===== src/rtl/stopwatch_pkg.sv =====
// Shared types and constants for the BCD stopwatch.
// Digit values, FSM state encoding and the decade increment helper.
package stopwatch_pkg;

  typedef enum logic [1:0] {
    IDLE    = 2'd0,
    RUNNING = 2'd1,
    PAUSED  = 2'd2,
    LAP     = 2'd3
  } state_t;

  typedef logic [3:0] bcd_t;

  localparam bcd_t BCD_MAX  = 4'd9;
  localparam bcd_t BCD_ZERO = 4'd0;

  // 9 and any illegal code (10-15) both roll to zero.
  function automatic bcd_t bcd_inc(input bcd_t d);
    return (d >= BCD_MAX) ? BCD_ZERO : d + 4'd1;
  endfunction

endpackage


===== src/rtl/stopwatch_ctrl_digit.sv =====
// One decade (0-9) counter of the stopwatch digit chain.
// Flags at_max so the top can build the carry chain.
module bcd_digit
  import stopwatch_pkg::*;
(
  input  logic clk,
  input  logic reset,
  input  logic clr,
  input  logic en,
  output bcd_t digit,
  output logic at_max
);

  always_ff @(posedge clk or posedge reset) begin
    if (reset) begin
      digit <= BCD_ZERO;
    end else if (clr) begin
      digit <= BCD_ZERO;
    end else if (en) begin
      digit <= bcd_inc(digit);
    end
  end

  assign at_max = (digit == BCD_MAX);

endmodule


===== src/rtl/stopwatch_ctrl.sv =====
// Stopwatch controller: run/pause/lap FSM, tick prescaler,
// BCD digit chain, lap freeze register and sticky overflow.
module stopwatch_ctrl
  import stopwatch_pkg::*;
#(
  parameter int DIGITS   = 4,
  parameter int TICK_DIV = 10
) (
  input  logic                clk,
  input  logic                reset,
  input  logic                start_stop,
  input  logic                clear,
  input  logic                lap,
  output logic [4*DIGITS-1:0] count,
  output logic [4*DIGITS-1:0] display,
  output logic                running,
  output logic                overflow
);

  localparam int PW = $clog2(TICK_DIV);
  localparam logic [PW-1:0] PRE_LAST = PW'(TICK_DIV - 1);

  state_t              state;
  state_t              state_nx;
  logic [PW-1:0]       pre;
  logic                cnt_en;
  logic                tick;
  logic                lap_take;
  logic [4*DIGITS-1:0] lap_q;
  logic [DIGITS-1:0]   at_max;
  logic [DIGITS:0]     carry;

  // Counting is gated by the current state, not the next one.
  assign cnt_en  = (state == RUNNING) || (state == LAP);
  assign tick    = cnt_en && (pre == PRE_LAST);
  assign running = cnt_en;

  // Priority: clear > start_stop > lap.
  always_comb begin
    state_nx = state;
    unique case (state)
      IDLE: begin
        if (!clear && start_stop) state_nx = RUNNING;
      end
      RUNNING: begin
        if (clear)           state_nx = IDLE;
        else if (start_stop) state_nx = PAUSED;
        else if (lap)        state_nx = LAP;
      end
      LAP: begin
        if (clear)           state_nx = IDLE;
        else if (start_stop) state_nx = PAUSED;
        else if (lap)        state_nx = RUNNING;
      end
      PAUSED: begin
        if (clear)           state_nx = IDLE;
        else if (start_stop) state_nx = RUNNING;
      end
      default: state_nx = IDLE;
    endcase
  end

  always_ff @(posedge clk or posedge reset) begin
    if (reset) state <= IDLE;
    else       state <= state_nx;
  end

  always_ff @(posedge clk or posedge reset) begin
    if (reset) begin
      pre <= '0;
    end else if (clear || state == IDLE) begin
      pre <= '0;
    end else if (cnt_en) begin
      pre <= tick ? '0 : pre + PW'(1);
    end
  end

  assign carry[0] = tick;

  for (genvar i = 0; i < DIGITS; i++) begin : g_digit
    bcd_digit u_digit (
      .clk    (clk),
      .reset  (reset),
      .clr    (clear),
      .en     (carry[i]),
      .digit  (count[4*i +: 4]),
      .at_max (at_max[i])
    );
    assign carry[i+1] = carry[i] & at_max[i];
  end

  // Capture sees the pre-increment count when a tick coincides.
  assign lap_take = (state == RUNNING) && lap
                 && !clear && !start_stop;

  always_ff @(posedge clk or posedge reset) begin
    if (reset) begin
      lap_q <= '0;
    end else if (clear) begin
      lap_q <= '0;
    end else if (lap_take) begin
      lap_q <= count;
    end
  end

  always_ff @(posedge clk or posedge reset) begin
    if (reset) begin
      overflow <= 1'b0;
    end else if (clear) begin
      overflow <= 1'b0;
    end else if (carry[DIGITS]) begin
      overflow <= 1'b1;
    end
  end

  assign display = (state == LAP) ? lap_q : count;

endmodule


===== config.mk =====
export PLATFORM = sky130hd
export DESIGN_NAME = stopwatch_ctrl
export DESIGN_NICKNAME = d
export VERILOG_FILES = /design/src/rtl/stopwatch_pkg.sv /design/src/rtl/stopwatch_ctrl_digit.sv /design/src/rtl/stopwatch_ctrl.sv
export SDC_FILE = /design/constraint.sdc
export NUM_CORES = 1
export LEC_CHECK = 0
export CORE_ASPECT_RATIO = 1.1
export CORE_MARGIN = 3
export CORE_UTILIZATION = 35
export CTS_CLUSTER_SIZE = 20
export DETAILED_ROUTE_END_ITERATION = 6
export GPL_TIMING_DRIVEN = 0
export SLEW_MARGIN = 20
export SYNTH_ARGS = -nofsm -noshare
export SYNTH_HDL_FRONTEND = slang
export SYNTH_SLANG_ARGS = --single-unit

===== constraint.sdc =====
create_clock -name clk -period 2.4 [get_ports clk]
set_clock_uncertainty 0.05 [all_clocks]
set_input_delay 0.36 -clock clk [delete_from_list [all_inputs] [get_ports clk]]
set_output_delay 0.36 -clock clk [all_outputs]
set_load 0.05 [all_outputs]

Word level (Yosys, flattened, before mapping). Cells that the tools add are included.

Bits in registers: 39. Input port bits: 5. Output and inout port bits: 34. Word-level logic and storage cells: 81.

$add $sub $neg: 5. Order comparisons: 4. Eq/ne operators: 12. Mux-type cells: 30. Bitwise operators: 4. Reduce and logical (&&, ||, !) cells: 18.

Operators by type and width (number): two-way mux 4 bit (15); two-way mux 16 bit (3); adder 4 x 1 -> 4 bit, second input constant (5); == test 4 bit, second input constant (5); two-way mux 2 bit (9); greater-or-equal comparator 4 bit, second input constant (4); nonzero test 2 bit (7); != test 4 bit, second input constant (2); one-hot mux 2 bit (4 select lines) (1); logical AND 1 bit (5); bitwise AND 1 bit (4); == test 2 bit, second input constant (2); AND reduction 4 bit (1); != test 3 bit, second input constant (1); == test 2 x 1 -> 1 bit, second input constant (1); logical NOT 1 bit (2); logical NOT 2 bit (1); logical OR 1 bit (2); two-way mux 1 bit (2); != test 2 bit, second input constant (1).

Longest topological paths before layout. Gate-level depths: netlist of the first run.

Depth in word-level cells: 9. Gate-level depth with buffers: 7. Depth with buffers taken out: 6.

Cells and area by module. Synthesis of the first run repeated with hierarchy kept, for this count alone.

Cells, all modules: 229. Area total of the unflattened synthesis: 2422.3 um2.

Modules (own cells, without submodules): stopwatch_ctrl (times used 1, cells an instance 117, area each 1361.3 um2, sequential area each 575.6 um2); bcd_digit (times used 4, cells an instance 28, area each 265.3 um2, sequential area each 100.1 um2).

Worst setup path before layout of the first run. Ideal clock, no wire load.

Path type: reg-to-reg. Start: register g_digit[3].u_digit.digit[1]. End: register g_digit[3].u_digit.digit[2]. Arrival time: 1.950 ns. Required time: 2.272 ns. Slack: 0.322 ns. Stages on the path, launching flop included: 7. Path buffers: 0. Period minus slack after synthesis: 2.078 ns. Cell sequence: dfrtp_1 > inv_1 > ha_1 > nor3b_1 > nor2_1 > or4b_1 > a21oi_1.

Word-level cells in the longest chain between the ends: 4.

RTL lines: from (decl) (RTL line stopwatch_ctrl_digit.sv:10) `output bcd_t digit,`; from (signal assigned) (RTL line stopwatch_ctrl_digit.sv:20) `digit <= bcd_inc(digit);`; adder 4 x 1 -> 4 bit / greater-or-equal comparator 4 bit (equally long branches) (RTL line stopwatch_pkg.sv:19) `return (d >= BCD_MAX) ? BCD_ZERO : d + 4'd1;`; two-way mux 4 bit (*) (RTL line stopwatch_pkg.sv:19); two-way mux 4 bit (*) (RTL line stopwatch_ctrl_digit.sv:19) `end else if (en) begin`; two-way mux 4 bit (*) (RTL line stopwatch_ctrl_digit.sv:17) `end else if (clr) begin`.

Mark *: on every way between the ends. The rest lies on a longest branch, timed or not. The select of a mux whose other input is x is not followed. A chain may end at the register's enable or synchronous reset.

Worst setup path after layout of the first run.
Start: register state[0]. End: output display[15].

Word-level cells in the longest chain between the ends: 2.

RTL lines: from (decl) (RTL line stopwatch_ctrl.sv:23) `state_t state;`; from (signal assigned) (RTL line stopwatch_ctrl.sv:65) `else state <= state_nx;`; == test 2 bit (RTL line stopwatch_ctrl.sv:116) `assign display = (state == LAP) ? lap_q : count;`; two-way mux 16 bit (RTL line stopwatch_ctrl.sv:116); to (decl) (RTL line stopwatch_ctrl.sv:15) `output logic [4*DIGITS-1:0] display,`.

Every way passes these cells.

==> run metrics, run 1 <==
crit share post-route=slightly above 90%; starting DRC count in detailed routing=95; WP data required=just under 2 ns; mapped cell area=0.00225 mm^2; final core utilization=between 40% and 50%; most frequent cells in the layout=43 x nand2_1, 39 x dfrtp_1, 27 x a21oi_1; via count=1867; relative slew slack=between 40 and 50%; Die H=90.2 um; final slew viol count=0; final setup vio count=0; worst hold-check path type=in -> async; Ports=39; crit path max fanout=10; Global Route Usage Sum=15.8%; Starting Density=between 30% and 40%; grt ovf=0; Crit Path Class=reg -> out; final hold violation count=0; TritonCTS Buffers=5; area share of the largest cell type after synthesis=between 40 and 50%; Synth Warn #=0; hold slack=~0.26 ns; max cap viols=0; final wirelength=5.21 mm; Cell variety after synth=41; largest net degree at the start of global routing=31; Layout Cells excl Fill=roughly 370; maximum clock path buffer count=2; Synth area leader=dfrtp_1; RSZ-0062 raised after global routing=no; DRT met1 WL=2.42 mm; ranking of synthesized cells by area=dfrtp_1 43%, mux2_2 9.0%, ha_1 7.8%, nand2_1 7.3%, a21oi_1 6.0%; initial antenna violation count=0; syn_nets=261; FP Rows=30; Worst Setup SP=state[0]$_DFFE_PP0P_; DP Wirelength=~3.6 mm; final std cell area, no fill=between 0.002 and 0.003 mm^2; R2R Path Start=g_digit[3].u_digit.digit[1]$_DFFE_PP0P_; Syn Area/Cell=roughly 9.3 um^2; total power=1.31 mW; Place WS=-0.306 ns; FMAX=about 450 MHz; vias in the first global route=about 1900; CTS tree=done; first-pass GRT wire length=around 9.3 mm; nets@finish=307; commonest non-fill, non-tap cell in the layout=nand2_1; Placed Cells incl. Taps=around 360; top routing layer in use=met4; Pre-antenna DRT Iters=4; fin crit period=between 2 and 2.5 ns; PortBufs=38; WL met3=183 um; # diodes=0; layout filler cell count=approximately 630; post-synthesis sequential area ratio=43.3%; Post-synth top flop=dfrtp_1; layout cells sized above 1=between 10% and 20%; htree depth=2; met2 WL post-DR=between 2 and 3 mm; Seq cells post-synth=39; PD cells=462 mW/mm^2; Post-synth EDFFs=0; root buf cell=clkbuf_8; Worst EP arrival=approximately 1.8 ns; worst vdd ir=approximately 320 uV; placed instance area=around 0.0028 mm^2; outcome=completed; Reg clk slew, reported paths=0.08 ns; Die X=just over 80 um; Worst Tran Pin Value=around 0.79 ns; fraction of registers with async set/reset=between 90% and 100%; number of vias per cell=just over 5; clk_lat worst skew=~0.29 ns; RePlAce Congestion=slightly below 0.8; LEAKAGE=between 1 and 1.5 nW; clock sinks=39; crit path launch type=flip-flop; core area=0.00619 mm^2; die area=between 0.007 and 0.008 mm^2; Residual DRC=0; final setup TNS=0 ns; synthesis-to-finish area growth=25.2%; Syn Inst Count=between 200 and 250; Setup WS post-layout=about 0.16 ns; Avg WL per Cell=approximately 14 um; ANT nets after route=0; crit end category=primary output
synth_stat cells, types with 4 or more instances:
cell      number
ha_1          14
clkbuf_1       5
o21ai_0       11
nor3_1         4
a21oi_1       27
dfrtp_1       39
inv_1         15
nand2_1       44
nor2_1        11
nand3_1        9
mux2_2        18
sequential cells by signal, summed over array words and instances (netlist names):
signal	cells
lap_q	16
state	2
g_digit.u_digit.digit	16
pre	4
overflow	1
repair_timing:
action / 4_1_cts / 5_1_grt
hold buffers: 0 / 0
pin swaps: 0 / 0
endpoints found under the setup margin: 16 / 16
setup buffers: 0 / 0
resized for setup: 37 / 21
logic make-up after synthesis:
kind of cell / after synthesis / share of synthesized area (%)
buffers and inverters: 27 / 5.05
and+or+nand+nor: 90 / 20.4
xor gates and xnor gates: 5 / 1.94
AOI/OAI and AO/OA: 49 / 12.6
DFF: 39 / 43.3
muxes: 18 / 8.99
adders and majority gates: 14 / 7.77
report_power, final:
group,switching [mW],internal (mW)
Sequential,0.00627,0.661
Clock,0.241,0.310
Combinational,0.0599,0.0284
path summary, 6_finish.rpt:
kind,endpoint,slack (ns),depth (start not counted)
min in group clk,overflow$_DFFE_PP0P_,0.45,1
worst max register to register,g_digit[3].u_digit.digit[2]$_DFFE_PP0P_,0.42,6
worst max-delay path,display[15],0.16,4
max in group asynchronous,pre[2]$_DFFE_PP0P_,1.60,3
worst min register to register,overflow$_DFFE_PP0P_,0.45,1
worst min-delay path,g_digit[0].u_digit.digit[3]$_DFFE_PP0P_,0.26,2
cell type report:
type | instances | area, um^2 | share of cell area [%]
tap | 80 | 100 | 3.54
timing repair buffer | 39 | 343 | 12.1
sequential | 39 | 976 | 34.6
clock buffer | 5 | 68.8 | 2.44
buffer | 12 | 63.8 | 2.26
inverter | 15 | 56.3 | 1.99
multi-input combinational | 176 | 1170 | 41.5
clock inverter | 3 | 43.8 | 1.55
worst max-delay path, stage by stage (launching register included):
cell	delay, ns
dfrtp_1	0.38
buf_2	0.25
nand2_4	0.12
mux2_2	0.25
dlygate4sd2_1	0.53
routing by layer:
layer / GRT usage (%) / vias up
met4: 4.63 / 0
met2: 24.9 / 42
li1: - / 919
met1: 21.9 / 898
met3: 2.71 / 8
met5: 0 / -
(Power assumes the default switching activity.)
==> run 2: changes to the inputs <==
--- a/config.mk
+++ b/config.mk
@@ -11,6 +11,7 @@
 export CTS_CLUSTER_SIZE = 20
 export DETAILED_ROUTE_END_ITERATION = 6
 export GPL_TIMING_DRIVEN = 0
+export SKIP_LAST_GASP = 1
 export SLEW_MARGIN = 20
 export SYNTH_ARGS = -nofsm -noshare
 export SYNTH_HDL_FRONTEND = slang
==> run metrics, run 2 (synthesis results as in run 1) <==
first-pass GRT wire length=9.29 mm (-0.15%); DP Wirelength=3.64 mm (unchanged); switch share=23.5% (about the same); RSZ-0062 raised after global routing=no; layout filler cell count=632 (unchanged); via count=1865 (-0.11%); WP data required=1.99 ns (about the same); die area=0.00744 mm^2 (unchanged); Int Pwr=0.999 mW (about the same); crit-path leading delay family=buffers and inverters; Die H=90.2 um (unchanged); LEAKAGE=1.30 nW (unchanged); layout cells sized above 1=17.0% (unchanged); worst vdd ir=318 uV (+0.16%); final setup vio count=0 (unchanged); Worst EP arrival=1.83 ns (about the same); worst hold-check path type=in -> async; relative slew slack=47.5% (+0.46 points); final slew viol count=0 (unchanged); TritonCTS Buffers=5 (unchanged); Worst Reg-to-Reg Cells=6 (unchanged); final std cell area, no fill=0.00282 mm^2 (unchanged); outcome=completed; # diodes=0 (unchanged); reg-to-reg setup timing slack=0.42 ns (about the same); fin crit period=2.24 ns (+0.00246 ns); Die X=82.5 um (unchanged); commonest non-fill, non-tap cell in the layout=nand2_1; root buf cell=clkbuf_8; clk_lat worst skew=0.29 ns (about the same); crit path max fanout=10 (unchanged); final wirelength=5.21 mm (about the same); Starting Density=36.4% (unchanged); initial antenna violation count=0 (unchanged); Reg clk slew, reported paths=0.08 ns (about the same); Residual DRC=0 (unchanged); Logic pwr share=6.8% (about the same); crit end category=primary output; htree depth=2 (unchanged); FP Rows=30 (unchanged); placed instance area=0.00276 mm^2 (unchanged); Worst R2R End=g_digit[3].u_digit.digit[2]$_DFFE_PP0P_; FMAX=447 MHz (-0.11%); nets@finish=307 (unchanged); starting DRC count in detailed routing=95 (unchanged); largest net degree at the start of global routing=31 (unchanged); synthesis-to-finish area growth=25.2% (unchanged); top flop regs=g_digit.u_digit.digit: 16 flops, lap_q: 16 flops, pre: 4 flops; ANT nets after route=0 (unchanged); Place WS=-0.306 ns (unchanged); Placed Cells incl. Taps=361 (unchanged); most frequent cells in the layout=43 x nand2_1, 39 x dfrtp_1, 27 x a21oi_1; Setup WS post-layout=0.161 ns (-0.00246 ns); Pre-antenna DRT Iters=4 (unchanged); Crit Path Class=reg -> out; number of vias per cell=5.05 (-0.11%); RePlAce Congestion=0.781 (unchanged); clock sinks=39 (unchanged); Worst Path Buf+Inv=2 (unchanged); crit share post-route=93.3% (+0.10 points); cells along the critical path=buf_2 -> nand2_4 -> mux2_2 -> dlygate4sd2_1; Avg WL per Cell=14.1 um (about the same); PD cells=463 mW/mm^2 (about the same); Global Route Usage Sum=15.8% (unchanged); final hold violation count=0 (unchanged); R2R Path Start=g_digit[3].u_digit.digit[1]$_DFFE_PP0P_; vias in the first global route=1926 (+0.052%); grt ovf=0 (unchanged); maximum clock path buffer count=2 (unchanged); postcts setup bufs=0 (unchanged); P_sw=0.307 mW (+0.13%); sequential share of power=51.1% (about the same); core area=0.00619 mm^2 (unchanged); Ports=39 (unchanged); Layout Cells excl Fill=369 (unchanged); Clock power frac=42.2% (about the same); hold slack=0.256 ns (-0.000318 ns); final setup TNS=0 ns (unchanged); max cap viols=0 (unchanged); Slowest Stage Delay on Critical Path=0.53 ns (about the same); Worst Tran Pin Value=0.781 ns (-0.00688 ns); PortBufs=38 (unchanged); CTS tree=done; crit path launch type=flip-flop; CP max-delay cell=dlygate4sd2_1
[run 2: cell counts in the layout (fill, tap and decap cells not counted)]
No cell type changed its count.
[run 2: cell type report]
type | instances | area [um^2] | area share (%)
Multi-Input combinational cell | 176 | 1170 | 41.5
Buffer | 12 | 63.8 | 2.26
Inverter | 15 | 56.3 | 1.99
Clock buffer | 5 | 68.8 | 2.44
Sequential cell | 39 | 976 | 34.6
Clock inverter | 3 | 43.8 | 1.55
Tap cell | 80 | 100 | 3.54
Timing Repair Buffer | 39 | 343 | 12.1
[run 2: how the worst max path moves through the flow]
stage                                            start                                      end  slack, ns  depth (start not counted)
6_report                          state[0]$_DFFE_PP0P_                              display[15]       0.16                          4
5_1_grt                           state[0]$_DFFE_PP0P_                              display[15]       0.04                          4
4_1_cts                           state[0]$_DFFE_PP0P_                              display[14]      -0.14                          5
3_5_place_dp                      state[0]$_DFFE_PP0P_                              display[14]      -0.31                          5
3_3_place_gp                      state[0]$_DFFE_PP0P_                              display[14]      -0.34                          5
2_1_floorplan  g_digit[3].u_digit.digit[1]$_DFFE_PP0P_  g_digit[3].u_digit.digit[2]$_DFFE_PP0P_       0.32                          6
[run 2: repair_timing]
item	4_1_cts	5_1_grt
gates cloned	0	0
hold buffers	0	0
setup endpoints to repair	16	14
gates resized for setup	36	22
[run 2: stage by stage]
stage | total power, mW | util (%)
final | 1.31 | 45.6
after global routing | 1.36 | 45.6
after CTS | 1.32 | 46.4
after detailed placement | 0.768 | 44.5
after global placement | 0.763 | 44.2
after floorplan | 0.733 | -
[run 2: power groups by stage]
stage                     registers [mW]  logic [mW]  clock network (mW)
final                              0.667      0.0884               0.551
after CTS                          0.667      0.0899               0.568
after global placement             0.680      0.0833                   0
after detailed placement           0.679      0.0886                   0
after floorplan                    0.678      0.0548                   0
after global routing               0.668      0.0992               0.595
[run 2: metal layers]
layer	part of all wire, %	track usage (%)	vias up
met4	1.4	4.50	0
met5	0	0	-
met1	47	21.8	900
li1	-	-	919
met3	3.3	2.71	8
met2	48	25.1	38
